[src/rtl/lockin_pkg.sv]
`default_nettype none
// +----------------------------------------------------------------------+
// | Package     : lockin_pkg                                             |
// | Description : Shared widths and helpers for the lock-in datapath.    |
// | Revision    : 1.0  initial release                                   |
// +----------------------------------------------------------------------+
package lockin_pkg;

   localparam int LOCKIN_PROD_W    = 32;
   localparam int LOCKIN_OUT_W     = 16;
   localparam int LOCKIN_MAX_LOG2N = 16;

   // Clamp a signed value to the range of a signed integer of the given
   // width.  The result stays sign-extended to 64 bits so the caller can
   // detect saturation by comparing it with the input.
   function automatic logic signed [63:0] sat_signed(input logic signed [63:0] value,
                                                     input int unsigned        width);
      logic signed [63:0] hi;
      logic signed [63:0] lo;
      hi = (64'sd1 <<< (width - 1)) - 64'sd1;
      lo = -(64'sd1 <<< (width - 1));
      if (value > hi)
         return hi;
      else if (value < lo)
         return lo;
      else
         return value;
   endfunction

endpackage
`default_nettype wire

[src/rtl/round_shift_sat.sv]
`default_nettype none
// +----------------------------------------------------------------------+
// | Module      : round_shift_sat                                        |
// | Description : Combinational round-half-up, arithmetic right shift    |
// |               and signed saturation of an accumulator value.         |
// | Revision    : 1.0  initial release                                   |
// +----------------------------------------------------------------------+
module round_shift_sat
   import lockin_pkg::*;
#(
   parameter int ACC_W = 49,   // must not exceed 64
   parameter int OUT_W = 16,
   parameter int SH_W  = 5
) (
   input  logic signed [ACC_W-1:0] value,
   input  logic        [SH_W-1:0]  shamt,
   output logic signed [OUT_W-1:0] result,
   output logic                    sat
);

   localparam logic signed [ACC_W-1:0] c_ONE = ACC_W'(1);

   logic signed [ACC_W-1:0] w_bias;
   logic signed [ACC_W-1:0] w_rnd;
   logic signed [ACC_W-1:0] w_shift;
   logic signed [63:0]      w_ext;
   logic signed [63:0]      w_clamped;

   // Half an output LSB is added before shifting so the truncating shift
   // rounds to nearest with ties toward +inf; the accumulator carries one
   // spare bit so this addition can never wrap.
   always_comb begin
      w_bias    = (shamt == '0) ? '0 : (c_ONE <<< (shamt - SH_W'(1)));
      w_rnd     = value + w_bias;
      w_shift   = w_rnd >>> shamt;
      w_ext     = 64'(w_shift);
      w_clamped = sat_signed(w_ext, OUT_W);
      result    = w_clamped[OUT_W-1:0];
      sat       = (w_clamped != w_ext);
   end

endmodule
`default_nettype wire

[src/rtl/lockin_decim_avg.sv]
`default_nettype none
// +----------------------------------------------------------------------+
// | Module      : lockin_decim_avg                                       |
// | Description : Accumulate-and-dump decimator for the lock-in mixer    |
// |               product. Averages 2^N samples, then rounds, shifts     |
// |               and saturates to the output width.                     |
// | Revision    : 1.0  initial release                                   |
// +----------------------------------------------------------------------+
module lockin_decim_avg
   import lockin_pkg::*;
#(
   parameter int IN_W      = LOCKIN_PROD_W,
   parameter int OUT_W     = LOCKIN_OUT_W,
   parameter int MAX_LOG2N = LOCKIN_MAX_LOG2N,
   parameter int N_W       = 5
) (
   input  logic                    clk,
   input  logic                    rst,
   input  logic                    in_valid,
   input  logic signed [IN_W-1:0]  in_data,
   input  logic        [N_W-1:0]   log2_n,
   input  logic                    clear,
   input  logic                    sat_clr,
   output logic                    out_valid,
   output logic signed [OUT_W-1:0] out_data,
   output logic                    sat_flag
);

   localparam int                  c_ACC_W   = IN_W + MAX_LOG2N + 1;
   localparam logic [N_W-1:0]      c_MAX_N   = N_W'(MAX_LOG2N);
   localparam logic [MAX_LOG2N-1:0] c_CNT_ONE = MAX_LOG2N'(1);

   logic signed [c_ACC_W-1:0] r_acc;
   logic        [MAX_LOG2N-1:0] r_cnt;
   logic        [N_W-1:0]     r_n_lat;
   logic signed [c_ACC_W-1:0] r_dump;
   logic                      r_dump_valid;
   logic        [N_W-1:0]     r_n_lat_d;

   logic        [N_W-1:0]     w_n_req;
   logic        [N_W-1:0]     w_n_eff;
   logic        [MAX_LOG2N-1:0] w_last;
   logic                      w_final;
   logic signed [c_ACC_W-1:0] w_sum;
   logic signed [OUT_W-1:0]   w_res;
   logic                      w_sat;

   // The first sample of a block uses the freshly requested exponent, so a
   // block of length 1 is recognised as final on that very sample.
   always_comb begin
      w_n_req = (log2_n > c_MAX_N) ? c_MAX_N : log2_n;
      w_n_eff = (r_cnt == '0) ? w_n_req : r_n_lat;
      w_last  = ~({MAX_LOG2N{1'b1}} << w_n_eff);
      w_final = (r_cnt == w_last);
      w_sum   = r_acc + {{(c_ACC_W-IN_W){in_data[IN_W-1]}}, in_data};
   end

   // Stage 1: accumulate accepted samples and dump the block total.
   always_ff @(posedge clk) begin
      if (rst) begin
         r_acc        <= '0;
         r_cnt        <= '0;
         r_n_lat      <= '0;
         r_dump       <= '0;
         r_dump_valid <= 1'b0;
         r_n_lat_d    <= '0;
      end else begin
         r_dump_valid <= 1'b0;
         if (clear) begin
            r_acc <= '0;
            r_cnt <= '0;
         end else if (in_valid) begin
            if (r_cnt == '0)
               r_n_lat <= w_n_req;
            if (w_final) begin
               r_dump       <= w_sum;
               r_dump_valid <= 1'b1;
               r_n_lat_d    <= w_n_eff;
               r_acc        <= '0;
               r_cnt        <= '0;
            end else begin
               r_acc <= w_sum;
               r_cnt <= r_cnt + c_CNT_ONE;
            end
         end
      end
   end

   round_shift_sat #(
      .ACC_W (c_ACC_W),
      .OUT_W (OUT_W),
      .SH_W  (N_W)
   ) u_rss (
      .value  (r_dump),
      .shamt  (r_n_lat_d),
      .result (w_res),
      .sat    (w_sat)
   );

   // Stage 2: publish the scaled block mean; a clear on this edge discards
   // the pending dump so no strobe escapes from a flushed block.
   always_ff @(posedge clk) begin
      if (rst) begin
         out_valid <= 1'b0;
         out_data  <= '0;
         sat_flag  <= 1'b0;
      end else begin
         out_valid <= 1'b0;
         if (r_dump_valid && !clear) begin
            out_valid <= 1'b1;
            out_data  <= w_res;
         end
         if (r_dump_valid && !clear && w_sat)
            sat_flag <= 1'b1;
         else if (sat_clr)
            sat_flag <= 1'b0;
      end
   end

endmodule
`default_nettype wire

[config.mk]
export PLATFORM = sky130hd
export DESIGN_NAME = lockin_decim_avg
export DESIGN_NICKNAME = d
export VERILOG_FILES = /design/src/rtl/lockin_pkg.sv /design/src/rtl/round_shift_sat.sv /design/src/rtl/lockin_decim_avg.sv
export SDC_FILE = /design/constraint.sdc
export NUM_CORES = 1
export LEC_CHECK = 0
export ABC_AREA = 1
export CAP_MARGIN = 15
export CELL_PAD_IN_SITES_DETAIL_PLACEMENT = 1
export CELL_PAD_IN_SITES_GLOBAL_PLACEMENT = 2
export CORE_ASPECT_RATIO = 0.75
export CORE_MARGIN = 4
export CORE_UTILIZATION = 30
export CTS_CLUSTER_SIZE = 10
export DETAILED_ROUTE_END_ITERATION = 8
export PLACE_DENSITY = 0.78
export SYNTH_ARGS = -nofsm -noshare
export SYNTH_HDL_FRONTEND = slang
export SYNTH_HIERARCHICAL = 1
export SYNTH_SLANG_ARGS = --single-unit
[constraint.sdc]
create_clock -name clk -period 5.35 [get_ports clk]
set_input_delay 0.8025 -clock clk [delete_from_list [all_inputs] [get_ports clk]]
set_output_delay 0.8025 -clock clk [all_outputs]
set_load 0.005 [all_outputs]
==> PnR_summary.wiki <==
{| class="wikitable"
! Metric !! Value
|-
| Status || finished clean
|-
| Count of pins over their slew limit || 0
|-
| Number of antenna violations at the first check in global routing || 2
|-
| Worst Reg2Reg Path Length in Cells || 36
|-
| Place WS || -0.302 ns
|-
| TNS Setup || 0 ns
|-
| Unique cell type count in the Yosys netlist || 54
|-
| Hold EP || r_acc[12]
|-
| Mapped Cells || 3230
|-
| Syn. warnings || 6
|-
| Final RePlAce weighted congestion || 0.954
|-
| Num CTS Buffers || 17
|-
| Y dimension of the die || 216 µm
|-
| Port buffer count || just under 60
|-
| Number of design-rule violations left by the first detailed-router iteration || roughly 1500
|-
| Number of vias per cell after detailed routing || slightly above 5
|-
| Number of synthesized flops with an enable pin || 0
|-
| Net count of the finished layout || around 3500
|-
| Number of detailed-routing iterations run before antenna repair || 5
|-
| Worst Hold Class || register to register
|-
| Dpl hpwl || about 65000 µm
|-
| Share of the clock period used by the worst path after layout || 0.954
|-
| Maximum number of pins on one net before global-route repair || 101
|-
| CP most frequent cell || sky130_fd_sc_hd__nand2_1
|-
| Clock latency on the worst-skew pair || 0.49 ns
|-
| Startpoint Class || register
|-
| DR vias || 21500
|-
| Flop-to-flop setup slack || 0.25 ns
|-
| GR Layer Usage met2 || 0.379
|-
| Synthesized area per cell || 5.38 µm²
|-
| Count of nets left with antenna violations after detail routing || 0
|-
| Global-route met1 utilization || 0.373
|-
| I/O pin count || 60
|-
| Met3 Use GR || 0.0436
|-
| Slew @ Worst Pin || ~1 ns
|-
| Number of global-route vias before repair || 21500
|-
| Clock transition at the registers of the reported paths || ~0.07 ns
|-
| Setup violation total in the final timing report || 0
|-
| Net Count, Synth || 3357
|-
| Total count of hold-check failures in the final report || 0
|-
| CTS root buf || sky130_fd_sc_hd__clkbuf_16
|-
| Prevailing post-synth register cell || sky130_fd_sc_hd__dfxtp_1
|-
| Post-layout total power || 2890 µW
|-
| Global-route layer with the greatest usage || met2
|-
| Headroom to the max-slew limit || 0.340
|-
| Synth Cell Area || 0.0174 mm²
|-
| Flops & latches, synth || ~140
|-
| Post-CTS Hold Fix Bufs || 0
|-
| Proportion of synthesized flip-flops having asynchronous set or reset || 0
|-
| Total wire length || 79500 µm
|-
| Worst path slowest cell || sky130_fd_sc_hd__dfxtp_4
|-
| CTS sink count || 143
|-
| Global-route wire length before repair || around 120000 µm
|-
| H-tree lvl count || 4
|-
| Average wire per standard cell || 19.0 µm
|-
| Max clock buf depth || 2
|-
| Worst clock skew || 0.0161 ns
|-
| Worst hold path cell count || 2
|-
| Max-capacitance violation count || 0
|-
| Die Wd || between 200 and 300 µm
|-
| Tot GR Track Use || 0.250
|-
| Ratio of total power to cell area || roughly 130 mW/mm²
|-
| Utilization after layout || 0.374
|-
| Worst min-delay path startpoint || r_acc[12]
|-
| Data required time at the worst endpoint || 5.74 ns
|-
| Worst path arrival time || 5.49 ns
|-
| Minimum hold slack || 0.473 ns
|-
| Layout cells sized above 1 || 0.153
|-
| Peak fanout along the critical path || 7
|-
| Achievable frequency || 196 MHz
|-
| Initial Utilization || 0.303
|-
| Static Leak || 0.0107 µW
|-
| Critical Path Sink Type || register
|-
| Max stage delay on crit path || 0.40 ns
|-
| Die footprint || approximately 0.062 mm²
|-
| Endpoint of the most critical register-to-register path || sat_flag
|-
| Core footprint || 0.0573 mm²
|-
| Total grt overflow || 0
|-
| Time the worst path needs with I/O delays and setup || 5.10 ns
|-
| Clock tree from TritonCTS || done
|-
| Num rows || 76
|-
| Startpoint-to-endpoint class of the critical path || register to register
|-
| Number of remaining DRC errors || 0
|-
| Proportion of synthesized chip area in sequential cells || 0.165
|-
| Area overhead of the layout relative to synthesis || 23.4%
|-
| IR drop worst, VDD || 0.240 mV
|-
| Minimum setup slack in the final design || 0.245 ns
|-
| Origin of the critical flop-to-flop path || r_n_lat_d[2]
|}
[placed cells by master (no fill, tap or decap), types with 4 or more instances in the layout]
cell type and n:
sky130_fd_sc_hd__o21ai_0 84, sky130_fd_sc_hd__dfxtp_4 4, sky130_fd_sc_hd__dfxtp_1 138, sky130_fd_sc_hd__inv_1 361
sky130_fd_sc_hd__a21oi_4 4, sky130_fd_sc_hd__nand2_4 12, sky130_fd_sc_hd__o21a_1 8, sky130_fd_sc_hd__xnor2_1 25
sky130_fd_sc_hd__or2_1 4, sky130_fd_sc_hd__a21o_1 7, sky130_fd_sc_hd__clkdlybuf4s50_1 58, sky130_fd_sc_hd__buf_4 201
sky130_fd_sc_hd__nand3_4 8, sky130_fd_sc_hd__inv_6 5, sky130_fd_sc_hd__ha_1 65, sky130_fd_sc_hd__nand3b_1 14
sky130_fd_sc_hd__nand2_2 56, sky130_fd_sc_hd__nor2_2 44, sky130_fd_sc_hd__inv_2 22, sky130_fd_sc_hd__ha_4 8
sky130_fd_sc_hd__xor2_1 46, sky130_fd_sc_hd__o211ai_1 11, sky130_fd_sc_hd__a31oi_1 10, sky130_fd_sc_hd__nor2_4 15
sky130_fd_sc_hd__o21ai_1 8, sky130_fd_sc_hd__nand4_1 35, sky130_fd_sc_hd__nand3_1 450, sky130_fd_sc_hd__a21oi_1 138
sky130_fd_sc_hd__nor2_1 370, sky130_fd_sc_hd__clkbuf_16 17, sky130_fd_sc_hd__o21ai_2 11, sky130_fd_sc_hd__nand2_1 1014
sky130_fd_sc_hd__nor3_1 21, sky130_fd_sc_hd__nand3_2 73, sky130_fd_sc_hd__nor3_2 5, sky130_fd_sc_hd__ha_2 10
[per-layer routing]
layer	up-vias	share of wire
met3	45	0.051
met4	2	0.011
met5	-	0.0013
met2	419	0.42
li1	10700	-
met1	10400	0.52
[cells in the mapped netlist (all sizes together) (2+ instances only)]
| library cell | instances | area, µm² |
|---|---|---|
| or2 | 7 | 43.8 |
| buf | 66 | 343 |
| fa | 2 | 40.0 |
| inv | 386 | 1450 |
| nand3 | 530 | 2780 |
| ha | 83 | 1040 |
| nand3b | 14 | 105 |
| o21bai | 3 | 22.5 |
| o21a | 8 | 60.1 |
| nand2 | 1082 | 4130 |
| nor3 | 26 | 140 |
| nand4 | 35 | 219 |
| nor4 | 5 | 31.3 |
| dfxtp | 143 | 2860 |
| clkinv | 3 | 11.3 |
| a21o | 7 | 52.6 |
| o21ai | 104 | 569 |
| clkbuf | 46 | 173 |
| a21oi | 145 | 741 |
| a31oi | 10 | 62.6 |
| and2 | 3 | 18.8 |
| o211ai | 11 | 82.6 |
| nor2 | 429 | 1700 |
| xnor2 | 25 | 219 |
| xor2 | 47 | 412 |
[cells by family after synthesis]
logic type	count (synthesis)	share of synthesized area
xor gates and xnor gates	72	0.0363
other	1	0.000216
DFF	143	0.165
adders and majority gates	85	0.0620
AOI/OAI and AO/OA	294	0.0945
buffers and inverters	501	0.114
muxes	1	0.000576
and+or+nand+nor	2133	0.528
[area by class of cell]
cell class / instances / area, µm²
antenna: 2 / 5.00
clock buffer: 18 / 429
clock inverter: 14 / 146
fill: 7787 / 35900
inverter: 389 / 1470
multi-input combinational: 2587 / 13400
sequential: 143 / 2880
tap: 780 / 976
timing repair buffer: 262 / 2130
[per-stage QoR]
step / std cells / instance area [µm²]
after floorplan: 3230 / 17400
after CTS: 4180 / 20500
final: 4195 / 21400
after global placement: 4148 / 19900
after global routing: 4194 / 21400
after detailed placement: 4148 / 19900
[worst max-delay path, delay by kind of cell, from the launching register on]
family,cells,cell delay (ns)
AND/OR/NAND/NOR,28,3.40
adder cells (fa/ha/maj),2,0.47
buffers and inverters,4,0.44
flip-flops,1,0.40
AO/OA/AOI/OAI,2,0.28
[state kept, by name, indices dropped and copies added (netlist names)]
register	cells
out_valid	1
sat_flag	1
out_data	16
r_dump	49
r_dump_valid	1
r_n_lat_d	5
r_cnt	16
r_n_lat	5
r_acc	49
[where the power goes]
group / internal, µW / switching (µW) / leakage [µW]
combinational: 178 / 361 / 0.00930
clock: 656 / 597 / 0.000282
sequential: 1080 / 12.2 / 0.00116
total: 1920 / 971 / 0.0107
[what timing repair did]
item,in CTS,in global routing
gates resized for setup,12,205
cloned,0,1
setup endpoints to repair,17,17
buffers inserted,0,11
pin swaps,0,44
[how the worst max path moves through the flow]
stage / slack [ns] / endpoint / cells after the start / from
finish: 0.25 / sat_flag / 36 / r_n_lat_d[2]
global route: -0.06 / sat_flag / 36 / r_n_lat_d[1]
CTS: 0.01 / out_data[1] / 31 / r_n_lat_d[1]
detailed placement: -0.30 / out_data[14] / 34 / r_n_lat_d[1]
global placement: -0.06 / out_data[9] / 35 / r_n_lat_d[1]
floorplan: 0.18 / out_data[10] / 39 / r_n_lat_d[0]
No activity file was read; power rests on OpenSTA's default activity.
